## src/rtl/bist_fail_log_pkg.sv

```systemverilog
// Shared types and constants for the BIST fail-capture log.
// Imported by the interface, the FIFO and the top.
package bist_fail_log_pkg;

    typedef enum logic [1:0] {
        IDLE = 2'd0,
        LOG  = 2'd1,
        HOLD = 2'd2
    } state_t;

    localparam int FCNT_W = 8;
    localparam logic [FCNT_W-1:0] FCNT_MAX = 8'd255;

    function automatic int entry_width(input int aw, input int dw);
        return aw + 2 * dw;
    endfunction

endpackage

```

## src/rtl/bist_fail_log_if.sv

```systemverilog
// Compare-strobe, control and readout bundle of the fail log.
// slave is the log side, master is the BIST/diagnostic side.
interface bist_fail_log_if
    import bist_fail_log_pkg::*;
#(
    parameter int data_width = 4,
    parameter int ad_width   = 4
);
    logic                  start;
    logic                  cmp_valid;
    logic [ad_width-1:0]   cmp_addr;
    logic [data_width-1:0] cmp_exp;
    logic [data_width-1:0] cmp_act;
    logic                  bist_done;
    logic                  rd_req;
    logic                  rd_valid;
    logic [ad_width-1:0]   rd_addr;
    logic [data_width-1:0] rd_syn;
    logic [data_width-1:0] rd_act;
    logic [FCNT_W-1:0]     fail_count;
    logic                  overflow;
    logic                  log_done;

    modport slave (
        input  start, cmp_valid, cmp_addr, cmp_exp, cmp_act,
        input  bist_done, rd_req,
        output rd_valid, rd_addr, rd_syn, rd_act,
        output fail_count, overflow, log_done
    );

    modport master (
        output start, cmp_valid, cmp_addr, cmp_exp, cmp_act,
        output bist_done, rd_req,
        input  rd_valid, rd_addr, rd_syn, rd_act,
        input  fail_count, overflow, log_done
    );
endinterface

```

## src/rtl/bist_fail_log_fail_fifo.sv

```systemverilog
// Circular first-word-fall-through FIFO holding failing entries.
// Full/empty come from an extra wrap bit on each pointer.
module fail_fifo #(
    parameter int width = 12,
    parameter int depth = 4
) (
    input  logic             clk,
    input  logic             rst,
    input  logic             clr,
    input  logic             push,
    input  logic             pop,
    input  logic [width-1:0] din,
    output logic [width-1:0] head,
    output logic             full,
    output logic             empty
);
    localparam int aw = $clog2(depth);
    localparam logic [aw:0] one = 1;

    logic [aw:0]      wr_ptr;
    logic [aw:0]      rd_ptr;
    logic [width-1:0] mem [depth];
    logic             do_push;
    logic             do_pop;

    assign do_push = push && !full && !clr;
    assign do_pop  = pop && !empty && !clr;

    always_ff @(posedge clk or negedge rst) begin
        if (!rst) begin
            wr_ptr <= '0;
            rd_ptr <= '0;
        end else if (clr) begin
            wr_ptr <= '0;
            rd_ptr <= '0;
        end else begin
            if (do_push) wr_ptr <= wr_ptr + one;
            if (do_pop)  rd_ptr <= rd_ptr + one;
        end
    end

    always_ff @(posedge clk) begin
        if (do_push) mem[wr_ptr[aw-1:0]] <= din;
    end

    assign empty = (wr_ptr == rd_ptr);
    assign full  = (wr_ptr[aw] != rd_ptr[aw]) &&
                   (wr_ptr[aw-1:0] == rd_ptr[aw-1:0]);
    assign head  = mem[rd_ptr[aw-1:0]];
endmodule

```

## src/rtl/bist_fail_log.sv

```systemverilog
// BIST fail-capture stage: counts mismatches, logs the first depth
// of them and freezes the log for readout once the run is done.
module bist_fail_log
    import bist_fail_log_pkg::*;
#(
    parameter int data_width = 4,
    parameter int ad_width   = 4,
    parameter int depth      = 4
) (
    input  logic           clk,
    input  logic           rst,
    bist_fail_log_if.slave bus
);
    localparam int ew = entry_width(ad_width, data_width);

    state_t            state;
    state_t            state_nxt;
    logic              mismatch;
    logic              capture;
    logic              push;
    logic              pop;
    logic              full;
    logic              empty;
    logic [ew-1:0]     din;
    logic [ew-1:0]     head;
    logic [FCNT_W-1:0] count;
    logic              ovf;
    logic              valid;

    assign mismatch = bus.cmp_valid && (bus.cmp_exp != bus.cmp_act);
    assign capture  = (state == LOG) && !bus.start && mismatch;
    assign push     = capture && !full;
    assign pop      = (state == HOLD) && !bus.start &&
                      bus.rd_req && !empty;
    assign din      = {bus.cmp_addr, bus.cmp_exp ^ bus.cmp_act,
                       bus.cmp_act};

    fail_fifo #(
        .width (ew),
        .depth (depth)
    ) u_fifo (
        .clk   (clk),
        .rst   (rst),
        .clr   (bus.start),
        .push  (push),
        .pop   (pop),
        .din   (din),
        .head  (head),
        .full  (full),
        .empty (empty)
    );

    always_ff @(posedge clk or negedge rst) begin
        if (!rst) state <= IDLE;
        else      state <= state_nxt;
    end

    always_comb begin
        state_nxt = state;
        if (bus.start) begin
            state_nxt = LOG;
        end else begin
            unique case (state)
                IDLE:    state_nxt = IDLE;
                LOG:     if (bus.bist_done) state_nxt = HOLD;
                HOLD:    state_nxt = HOLD;
                default: state_nxt = IDLE;
            endcase
        end
    end

    always_ff @(posedge clk or negedge rst) begin
        if (!rst) begin
            count <= '0;
            ovf   <= 1'b0;
        end else if (bus.start) begin
            count <= '0;
            ovf   <= 1'b0;
        end else if (capture) begin
            if (count != FCNT_MAX) count <= count + 1'b1;
            if (full)              ovf   <= 1'b1;
        end
    end

    // Head data is masked so stale RAM never reaches the outputs.
    assign valid          = (state == HOLD) && !empty;
    assign bus.rd_valid   = valid;
    assign bus.rd_addr    = valid ? head[ew-1 -: ad_width] : '0;
    assign bus.rd_syn     = valid ? head[2*data_width-1 -: data_width] : '0;
    assign bus.rd_act     = valid ? head[data_width-1:0] : '0;
    assign bus.fail_count = count;
    assign bus.overflow   = ovf;
    assign bus.log_done   = (state == HOLD);
endmodule

```

## src/flat_wrapper.sv

```systemverilog
// flat-port wrapper written by rule: the top's interface ports become plain ports
module bist_fail_log_flat import bist_fail_log_pkg::*;
#(
    parameter int data_width = 4,
    parameter int ad_width   = 4,
    parameter int depth      = 4
)
  (clk, rst, bus_start, bus_cmp_valid, bus_cmp_addr, bus_cmp_exp, bus_cmp_act, bus_bist_done, bus_rd_req, bus_rd_valid, bus_rd_addr, bus_rd_syn, bus_rd_act, bus_fail_count, bus_overflow, bus_log_done);
  bist_fail_log_if #(.data_width(data_width), .ad_width(ad_width)) bus_i ();
  input  logic clk;
  input  logic rst;
  input wire logic [$bits(bus_i.start)-1:0] bus_start;
  input wire logic [$bits(bus_i.cmp_valid)-1:0] bus_cmp_valid;
  input wire logic [$bits(bus_i.cmp_addr)-1:0] bus_cmp_addr;
  input wire logic [$bits(bus_i.cmp_exp)-1:0] bus_cmp_exp;
  input wire logic [$bits(bus_i.cmp_act)-1:0] bus_cmp_act;
  input wire logic [$bits(bus_i.bist_done)-1:0] bus_bist_done;
  input wire logic [$bits(bus_i.rd_req)-1:0] bus_rd_req;
  output wire logic [$bits(bus_i.rd_valid)-1:0] bus_rd_valid;
  output wire logic [$bits(bus_i.rd_addr)-1:0] bus_rd_addr;
  output wire logic [$bits(bus_i.rd_syn)-1:0] bus_rd_syn;
  output wire logic [$bits(bus_i.rd_act)-1:0] bus_rd_act;
  output wire logic [$bits(bus_i.fail_count)-1:0] bus_fail_count;
  output wire logic [$bits(bus_i.overflow)-1:0] bus_overflow;
  output wire logic [$bits(bus_i.log_done)-1:0] bus_log_done;
  assign bus_i.start = bus_start;
  assign bus_i.cmp_valid = bus_cmp_valid;
  assign bus_i.cmp_addr = bus_cmp_addr;
  assign bus_i.cmp_exp = bus_cmp_exp;
  assign bus_i.cmp_act = bus_cmp_act;
  assign bus_i.bist_done = bus_bist_done;
  assign bus_i.rd_req = bus_rd_req;
  assign bus_rd_valid = bus_i.rd_valid;
  assign bus_rd_addr = bus_i.rd_addr;
  assign bus_rd_syn = bus_i.rd_syn;
  assign bus_rd_act = bus_i.rd_act;
  assign bus_fail_count = bus_i.fail_count;
  assign bus_overflow = bus_i.overflow;
  assign bus_log_done = bus_i.log_done;
  bist_fail_log #(.data_width(data_width), .ad_width(ad_width), .depth(depth)) u_core (.clk(clk), .rst(rst), .bus(bus_i));
endmodule
```

## config.mk

```make
export PLATFORM = sky130hd
export DESIGN_NAME = bist_fail_log_flat
export DESIGN_NICKNAME = d
export VERILOG_FILES = /design/src/rtl/bist_fail_log_pkg.sv /design/src/rtl/bist_fail_log_if.sv /design/src/rtl/bist_fail_log_fail_fifo.sv /design/src/rtl/bist_fail_log.sv /design/src/flat_wrapper.sv
export SDC_FILE = /design/constraint.sdc
export NUM_CORES = 1
export LEC_CHECK = 0
export CELL_PAD_IN_SITES_DETAIL_PLACEMENT = 0
export CELL_PAD_IN_SITES_GLOBAL_PLACEMENT = 1
export CORE_AREA = 2 2 104 106
export CTS_CLUSTER_SIZE = 30
export DETAILED_ROUTE_END_ITERATION = 7
export DIE_AREA = 0 0 106 108
export PLACE_DENSITY = 0.53
export SLEW_MARGIN = 20
export SYNTH_ARGS = -nofsm -noshare
export SYNTH_HDL_FRONTEND = slang
export SYNTH_SLANG_ARGS = --single-unit
```

## constraint.sdc

```tcl
create_clock -name clk -period 2.7 [get_ports clk]
set_input_delay 0.54 -clock clk [delete_from_list [all_inputs] [get_ports clk]]
set_output_delay 0.54 -clock clk [all_outputs]
set_load 0.01 [all_outputs]
```

==> Word level (Yosys, flattened, before mapping) <==
Memories as Yosys holds them, arrays and structs flattened.
Index checks and enable logic that the tools add are counted.
{ "totals": {"reg_bits": 17, "ramBits": 48, "out_inout_bits": 23, "elab_cells": 59, "memories": 1} }
{ "memory_table": {"columns": ["name", "depth", "width", "read_ports", "rd_ports_with_merged_regs", "wr", "line_no", "text"], "rows": [
  ["u_core.u_fifo.mem", 4, 12, 1, 0, 1, "bist_fail_log_fail_fifo.sv:22", "logic [width-1:0] mem [depth];"]
]} }
{ "classes": {"addsub": 3, "eq_ne": 8, "n_mux": 18, "n_bitwise": 1, "reduce_logical": 23} }
{ "op_table": {"columns": ["operator", "n"], "rows": [
  ["8-bit 2-to-1 mux", 3],
  ["1-bit logical AND", 13],
  ["3-bit 2-to-1 mux", 4],
  ["4-bit 2-to-1 mux", 3],
  ["2-bit nonzero test", 5],
  ["8-bit by 1-bit adder with 8-bit output, second input constant", 1],
  ["8-bit != test, second input constant", 1],
  ["3-bit by 1-bit adder with 3-bit output, second input constant", 2],
  ["1-bit 2-to-1 mux", 5],
  ["2-bit 2-to-1 mux", 2],
  ["4-bit != test", 1],
  ["2-bit case mux with 2 select lines", 1],
  ["2-bit AND reduction", 2],
  ["4-bit bitwise XOR", 1],
  ["3-bit equality test", 1],
  ["1-bit zero test", 3],
  ["3-bit != test, second input constant", 1],
  ["2-bit by 1-bit equality test with 1-bit output, second input constant", 1],
  ["2-bit equality test", 1],
  ["2-bit equality test, second input constant", 1],
  ["1-bit != test", 1]
]} }

==> Longest topological paths before layout <==
Gate-level depths: netlist of run 1.
{ "logic_depth": {"word_depth": 8, "mapped_depth": 7, "ltp_nobuf": 6} }

==> By module <==
From an unflattened synthesis of run 1, not the netlist that was laid out.
{ "hier_totals": {"cells_unflattened": 205, "hier_area_um2": 3035.4} }
{ "by_module_without_submodules": {"columns": ["mod", "instances", "cells_per_inst", "area_per_inst_um2", "seq_area_each_um2"], "rows": [
  ["fail_fifo", 1, 126, 2293.4, 1591.5],
  ["bist_fail_log", 1, 79, 742.0, 275.3]
]} }

==> Least setup slack after synthesis of run 1 <==
Ideal clock, no wire load.
{ "synth_path": {"path_type": "register to output", "from": "reg u_core.u_fifo.rd_ptr[0]", "to": "out bus_rd_act[0]", "t_arrival_ns": 1.495, "required_time_ns": 2.160, "slack_ns": 0.665, "stages_incl_launch_ff": 5, "n_path_buf": 2, "path_cell_list": "dfrtp_1 buf_2 buf_2 mux4_2 nor2b_1"} }
{ "synth_between": {"elab_chain_len": 4} }
{ "synth_lines": {"columns": ["item", "line_no", "text"], "rows": [
  ["start, declared", "bist_fail_log_fail_fifo.sv:21", "logic [aw:0] rd_ptr;"],
  ["start signal, assigned", "bist_fail_log_fail_fifo.sv:38", "if (do_pop) rd_ptr <= rd_ptr + one;"],
  ["3-bit equality test", "bist_fail_log_fail_fifo.sv:46", "assign empty = (wr_ptr == rd_ptr);"],
  ["1-bit zero test", "bist_fail_log.sv:86", "assign valid = (state == HOLD) && !empty;"],
  ["1-bit logical AND", "bist_fail_log.sv:86", null],
  ["4-bit 2-to-1 mux (*)", "bist_fail_log.sv:90", "assign bus.rd_act = valid ? head[data_width-1:0] : '0;"],
  ["end, declared", "flat_wrapper.sv:22", "output wire logic [$bits(bus_i.rd_act)-1:0] bus_rd_act;"]
]} }
Mark *: on every way between the ends. The rest lies on a longest branch, timed or not.

==> Worst setup path in the final report of run 1 <==
{ "layout_path": {"from": "reg u_core.u_fifo.rd_ptr[0]", "to": "out bus_rd_syn[1]"} }
{ "layout_between": {"elab_chain_len": 4} }
{ "layout_lines": {"columns": ["item", "line_no", "text"], "rows": [
  ["3-bit equality test", "bist_fail_log_fail_fifo.sv:46", null],
  ["1-bit zero test", "bist_fail_log.sv:86", null],
  ["1-bit logical AND", "bist_fail_log.sv:86", null],
  ["4-bit 2-to-1 mux (*)", "bist_fail_log.sv:89", "assign bus.rd_syn = valid ? head[2*data_width-1 -: data_width] : '0;"],
  ["end, declared", "flat_wrapper.sv:21", "output wire logic [$bits(bus_i.rd_syn)-1:0] bus_rd_syn;"]
]} }
Marked as above.

==> results of run 1 <==
critical path, stage by stage, from the launching register on:
cell             delay (ns)
dfrtp_2                0.41
buf_12                 0.18
mux4_2                 0.52
nor2b_1                0.14
clkdlybuf4s50_1        0.47
kinds of logic after synthesis:
| family | after synthesis | synth area share |
|---|---|---|
| simple gates | 46 | 0.0915 |
| compound gates | 26 | 0.0688 |
| fa+ha+maj | 8 | 0.0342 |
| flops | 65 | 0.638 |
| buf+inv | 15 | 0.0214 |
| xor+xnor | 10 | 0.0402 |
| mux | 16 | 0.106 |
per-layer routing:
| metal | share of wire | vias to the layer above | wire [um] | track usage |
|---|---|---|---|---|
| li1 | - | 821 | - | - |
| met1 | 0.45 | 825 | 2620 | 0.138 |
| met2 | 0.49 | 36 | 2860 | 0.188 |
| met3 | 0.048 | 7 | 278 | 0.0380 |
| met4 | 0.013 | 0 | 74 | 0.0451 |
| met5 | 0 | - | 0 | 0 |
sequential cells by signal (all words and copies together), names as in the netlist:
signal,count
u_core.u_fifo.rd_ptr,3
u_core.bus.fail_count,8
u_core.u_fifo.wr_ptr,3
u_core.state,2
u_core.bus.overflow,1
u_core.u_fifo.mem,48
cell usage in the layout, fill, tap and decap left out, types with 5 or more instances in the layout:
cell and instances:
buf_4 5, nand3_1 8, nor2_1 5, inv_1 8
ha_1 7, nor2b_1 13, clkbuf_8 9, xor2_2 6
nand2_1 5, a21oi_1 7, edfxtp_1 48, and3_1 6
dlymetal6s2s_1 6, clkdlybuf4s50_1 34, mux4_2 12, dfrtp_1 14
final timing paths:
kind | startpoint | end | slack (ns)
min in group asynchronous | rst | u_core.bus.overflow | 0.66
min | u_core.bus.fail_count[7] | u_core.bus.fail_count[7] | 0.51
min reg2reg | u_core.bus.fail_count[7] | u_core.bus.fail_count[7] | 0.51
max in group asynchronous | rst | u_core.u_fifo.wr_ptr[0] | 1.50
max | u_core.u_fifo.rd_ptr[0] | bus_rd_syn[1] | 0.11
max reg2reg | u_core.bus.fail_count[0] | u_core.bus.fail_count[1] | 0.83
through the flow:
| stage | instance area [um^2] | power, uW | instances | util |
|---|---|---|---|---|
| 3_5_place_dp | 3590 | 1270 | 364 | 0.351 |
| 3_3_place_gp | 3590 | 1270 | 364 | 0.351 |
| 5_1_grt | 3880 | 2340 | 381 | 0.379 |
| 4_1_cts | 3830 | 2280 | 380 | 0.374 |
| 6_report | 3880 | 2250 | 381 | 0.379 |
| 2_1_floorplan | 2930 | 1190 | 186 | - |
repair_timing:
| action | CTS | global route |
|---|---|---|
| gates cloned | 0 | 0 |
| resized for setup | 1 | 12 |
| endpoints found under the hold margin | 0 | 0 |
| buffers inserted | 0 | 1 |
| endpoints found under the setup margin | 10 | 13 |
layout make-up:
cell class                      count  share of cell area
Clock buffer                        9              0.0319
Clock inverter                      7              0.0303
Inverter                            8             0.00774
Multi-Input combinational cell    106               0.263
Sequential cell                    65               0.482
Tap cell                          136              0.0439
Timing Repair Buffer               50               0.140
where the power goes:
part           switching [uW]  leakage, uW  total (uW)  internal (uW)
registers                11.4     0.000661        1110           1100
logic                    72.3     0.000665         142           70.0
clock network             389     0.000114        1000            613
==> impl_results.md, run 1 <==
- Setup crit end kind: primary output
- Min-delay worst type: flop to flop
- Routed wire length: 5.84 mm
- PnR worst setup slack: 0.107 ns
- Leading area contributor after synthesis: edfxtp_1
- Leak: 0.00144 uW
- Area of the multi-input gates: 1020 um^2
- Finish-stage setup viols: 0
- Worst-case hold slack: 0.510 ns
- CP Launch Type: flop
- RSZ-0062 raised after global routing: yes
- H-Tree Depth: 3
- Fin crit period: 2.59 ns
- Sequential fraction of the synthesis area: 0.638
- Post-DRT Antenna Nets: 0
- Num ports: 41
- Nets@finish: 266
- Fillers: 956
- Gr ovfl total: 0
- Die Y: 108 um
- Register bit total from synthesis: 65
- Clk slew on worst S/H paths: 0.07 ns
- Tightest Pin Transition: 0.785 ns
- Worst hold path depth: 1
- Largest net degree at the start of global routing: 18
- GRT Util Overall: 0.114
- Pwr dens: 581 nW/um^2
- Vias per cell: 4.43
- Root Driver: clkbuf_8
- Full die area: 11400 um^2
- Core area: 10200 um^2
- Post-DR wirelength/cell: 15.3 um
- CP Max Fanout: 13
- Row cnt: 37
- Antenna cells: 0
- Max-slew headroom: 0.475
- Detail Placement HPWL: 3.83 mm
- Number of global-route vias before repair: 1813
- Commonest cells post-synth: 48 x edfxtp_1, 17 x dfrtp_1, 13 x nor2b_1
- R2R depth: 5
- Synth area leaders: edfxtp_1 49%, dfrtp_1 15%, mux4_2 9.2%
- I/O Buffers: 40
- Ys flop type: edfxtp_1
- Crit path arrival time: 2.05 ns
- DRC Markers: 0
- Fmax: 386 MHz
- Synth Cell Area: 2930 um^2
- First-pass GRT wire length: 9.56 mm
- Worst EP required: 2.16 ns
- Synth Instances: 186
- Dpl ws: 0.153 ns
- Sequential cell area: 1870 um^2
- DRT iter0 DRCs: 44
- Most used standard cell by instance count after synthesis: edfxtp_1
- CTS tree: done
- Clock sink count: 65
- Max rail drop VDD: 0.000269 V
- Final GP Congestion: 0.759
- Total Neg Setup Slack: 0 ns
- CTS Hold Bufs: 0
- Die width: 106 um
- Share of cells above drive strength 1: 0.212
- Top-area cell type share of the netlist area: 0.492
- Max-slew violation count: 0
- Vias: 1689
- Synth cell types: 35
- Synth Area per Inst: 15.7 um^2
- Clock Tree Buf Depth: 2
- Initial antenna violation count: 0
- Clock Skew: 0.00594 ns
- Layout Area Growth over Synthesis: 32.4%
- EDFF count, synth: 48
- Mapped Nets: 212
- FFs w/ async S/R, synth: 0.262
- Final hold vios: 0
- Status: finished, final reports clean
- Initial Utilization: 0.286
- Worst setup path class: flop to primary output
- Clock Latency Late Sink: 0.33 ns
- Max-cap violations: 0
- Crit share post-route: 0.960
- Total iterations of the first detailed-routing run: 3
- Yosys warns: 0
- CTS buffer count: 9
No activity file was read; power rests on OpenSTA's default activity.
==> run 2, diff against run 1 <==
--- a/config.mk
+++ b/config.mk
@@ -5,13 +5,14 @@
 export SDC_FILE = /design/constraint.sdc
 export NUM_CORES = 1
 export LEC_CHECK = 0
+export ABC_CLOCK_PERIOD_IN_PS = 2700
 export CELL_PAD_IN_SITES_DETAIL_PLACEMENT = 0
 export CELL_PAD_IN_SITES_GLOBAL_PLACEMENT = 1
-export CORE_AREA = 2 2 104 106
+export CORE_AREA = 2 2 81 83
 export CTS_CLUSTER_SIZE = 30
 export DETAILED_ROUTE_END_ITERATION = 7
-export DIE_AREA = 0 0 106 108
-export PLACE_DENSITY = 0.53
+export DIE_AREA = 0 0 83 85
+export PLACE_DENSITY = 0.81
 export SLEW_MARGIN = 20
 export SYNTH_ARGS = -nofsm -noshare
 export SYNTH_HDL_FRONTEND = slang
==> impl_results.md, run 2 (synthesized netlist as in run 1, its figures left out) <==
- Final hold vios: 0 (unchanged)
- Gr ovfl total: 0 (unchanged)
- Min-delay worst type: flop to flop
- Worst setup path class: flop to primary output
- Largest net degree at the start of global routing: 18 (unchanged)
- GRT Util Overall: 0.157 (+0.0428)
- Num ports: 41 (unchanged)
- Clock sink count: 65 (unchanged)
- Initial Utilization: 0.472 (+0.186)
- Worst EP required: 2.16 ns (about the same)
- Worst Path Buf+Inv: 2 (unchanged)
- Number of global-route vias before repair: 1735 (-4.3%)
- Worst-case hold slack: 0.519 ns (+0.00929 ns)
- Crit path arrival time: 2.07 ns (+0.02 ns)
- Cell Chain, Critical Path: buf_12, mux4_2, nor2b_1, clkdlybuf4s50_1
- Max-slew headroom: 0.467 (-0.00747)
- Post-DRT Antenna Nets: 0 (unchanged)
- Crit share post-route: 0.967 (+0.00675)
- Final GP Congestion: 0.731 (-3.6%)
- Core area: 6200 um^2 (-39%)
- Vias per cell: 5.26 (+19%)
- Full die area: 7060 um^2 (-38%)
- Pwr dens: 550 nW/um^2 (-5.3%)
- I/O Buffers: 40 (unchanged)
- First-pass GRT wire length: 8.36 mm (-12%)
- Routed wire length: 5.32 mm (-8.8%)
- Post-DR wirelength/cell: 16.4 um (+6.9%)
- Max incr delay on CP: 0.51 ns (about the same)
- Max-cap violations: 0 (unchanged)
- Fmax: 383 MHz (-0.70%)
- Antenna cells: 0 (unchanged)
- Max rail drop VDD: 0.000283 V (+5.1%)
- Total iterations of the first detailed-routing run: 4 (+1)
- Nets@finish: 269 (+1.1%)
- Clock Skew: 0.00651 ns (+0.000574 ns)
- Detail Placement HPWL: 3.46 mm (-9.6%)
- CTS tree: done
- Die Y: 85 um (-21%)
- Initial antenna violation count: 0 (unchanged)
- Row cnt: 29 (-22%)
- Max reg flops: 48 (unchanged)
- Layout Area Growth over Synthesis: 27.6%
- Post-layout util: 0.602 (+0.223)
- Tightest Pin Transition: 0.797 ns (+0.0112 ns)
- Vias: 1709 (+1.2%)
- Fillers: 481 (-50%)
- DRT iter0 DRCs: 76 (+73%)
- Max-slew violation count: 0 (unchanged)
- Worst path slowest cell: mux4_2
- Placed insts: 306 (-16%)
- Clk slew on worst S/H paths: 0.07 ns (about the same)
- Die width: 83 um (-22%)
- Setup crit end kind: primary output
- Most common cell after layout, fill and taps aside: edfxtp_1
- Finish-stage setup viols: 0 (unchanged)
- Clock Tree Buf Depth: 2 (unchanged)
- DRC Markers: 0 (unchanged)
- Status: finished, final reports clean
- Root Driver: clkbuf_8
- Share of cells above drive strength 1: 0.226 (+0.0136)
- Sequential cell area: 1870 um^2 (unchanged)
- CP top delay family: buffers and inverters
- CP Max Fanout: 12 (-1)
- CTS buffer count: 9 (unchanged)
- Clock Latency Late Sink: 0.33 ns (about the same)
- Non-Filler Instances: 325 (-15%)
- H-Tree Depth: 3 (unchanged)
- Fin crit period: 2.61 ns (+0.0182 ns)
- Area of the multi-input gates: 1030 um^2 (+1.3%)
- Commonest cells after routing, fill and taps aside: 48 x edfxtp_1, 40 x clkdlybuf4s50_1, 14 x dfrtp_1
- CP Launch Type: flop
- Leak: 0.00132 uW (-8.1%)
[run 2: changes by cell type in the layout (fill, tap and decap cells not counted), sizes merged]
| cell | previous run | this run |
|---|---|---|
| dlymetal6s2s | 6 | 0 |
| clkinv | 1 | 6 |
| buf | 10 | 12 |
| clkbuf | 9 | 10 |
| inv | 9 | 8 |
| clkinvlp | 2 | 0 |
| clkdlybuf4s50 | 34 | 40 |
| bufinv | 3 | 1 |
[run 2: what timing repair did]
action	in CTS	in global routing
buffers inserted	0	2
hold buffers	0	0
endpoints found under the setup margin	12	6
resized for setup	1	10
gates cloned	0	1
[run 2: final timing paths]
check,start,to,slack [ns],depth (start not counted)
max,u_core.u_fifo.rd_ptr[0],bus_rd_syn[3],0.09,4
min,u_core.bus.fail_count[7],u_core.bus.fail_count[7],0.52,1
max reg2reg,u_core.state[1],u_core.u_fifo.mem[0][3],0.63,5
min reg2reg,u_core.bus.fail_count[7],u_core.bus.fail_count[7],0.52,1
max in group asynchronous,rst,u_core.u_fifo.wr_ptr[1],1.48,1
min in group asynchronous,rst,u_core.bus.fail_count[0],0.67,1
[run 2: per-stage QoR]
| step | area (um^2) | TNS, ns | setup WS (ns) | power (uW) |
|---|---|---|---|---|
| after global routing | 3740 | -0.00448 | -0.00448 | 2130 |
| after floorplan | 2930 | 0 | 0.665 | 1190 |
| after global placement | 3480 | 0 | 0.203 | 1270 |
| after CTS | 3680 | 0 | 0.0327 | 2070 |
| final | 3740 | 0 | 0.0888 | 2060 |
| after detailed placement | 3480 | 0 | 0.135 | 1270 |
[run 2: layer usage]
layer | vias up | routed length, um | global-route usage
met2 | 44 | 2640 | 0.252
met3 | 7 | 223 | 0.0447
met4 | 0 | 85 | 0.0671
met1 | 839 | 2380 | 0.201
li1 | 819 | - | -
met5 | - | 0 | 0
[run 2: cell type report]
class	instances	area share
clock buffers	9	0.0331
clock inverters	7	0.0191
inverters	8	0.00803
multi-input cells	106	0.277
flip-flops and latches	65	0.501
well taps	77	0.0258
repair buffers	53	0.137
[run 2: power breakdown]
part / total [uW] / internal (uW) / switching (uW)
sequential: 1110 / 1100 / 10.9
clock: 800 / 426 / 374
combinational: 149 / 74.3 / 74.9
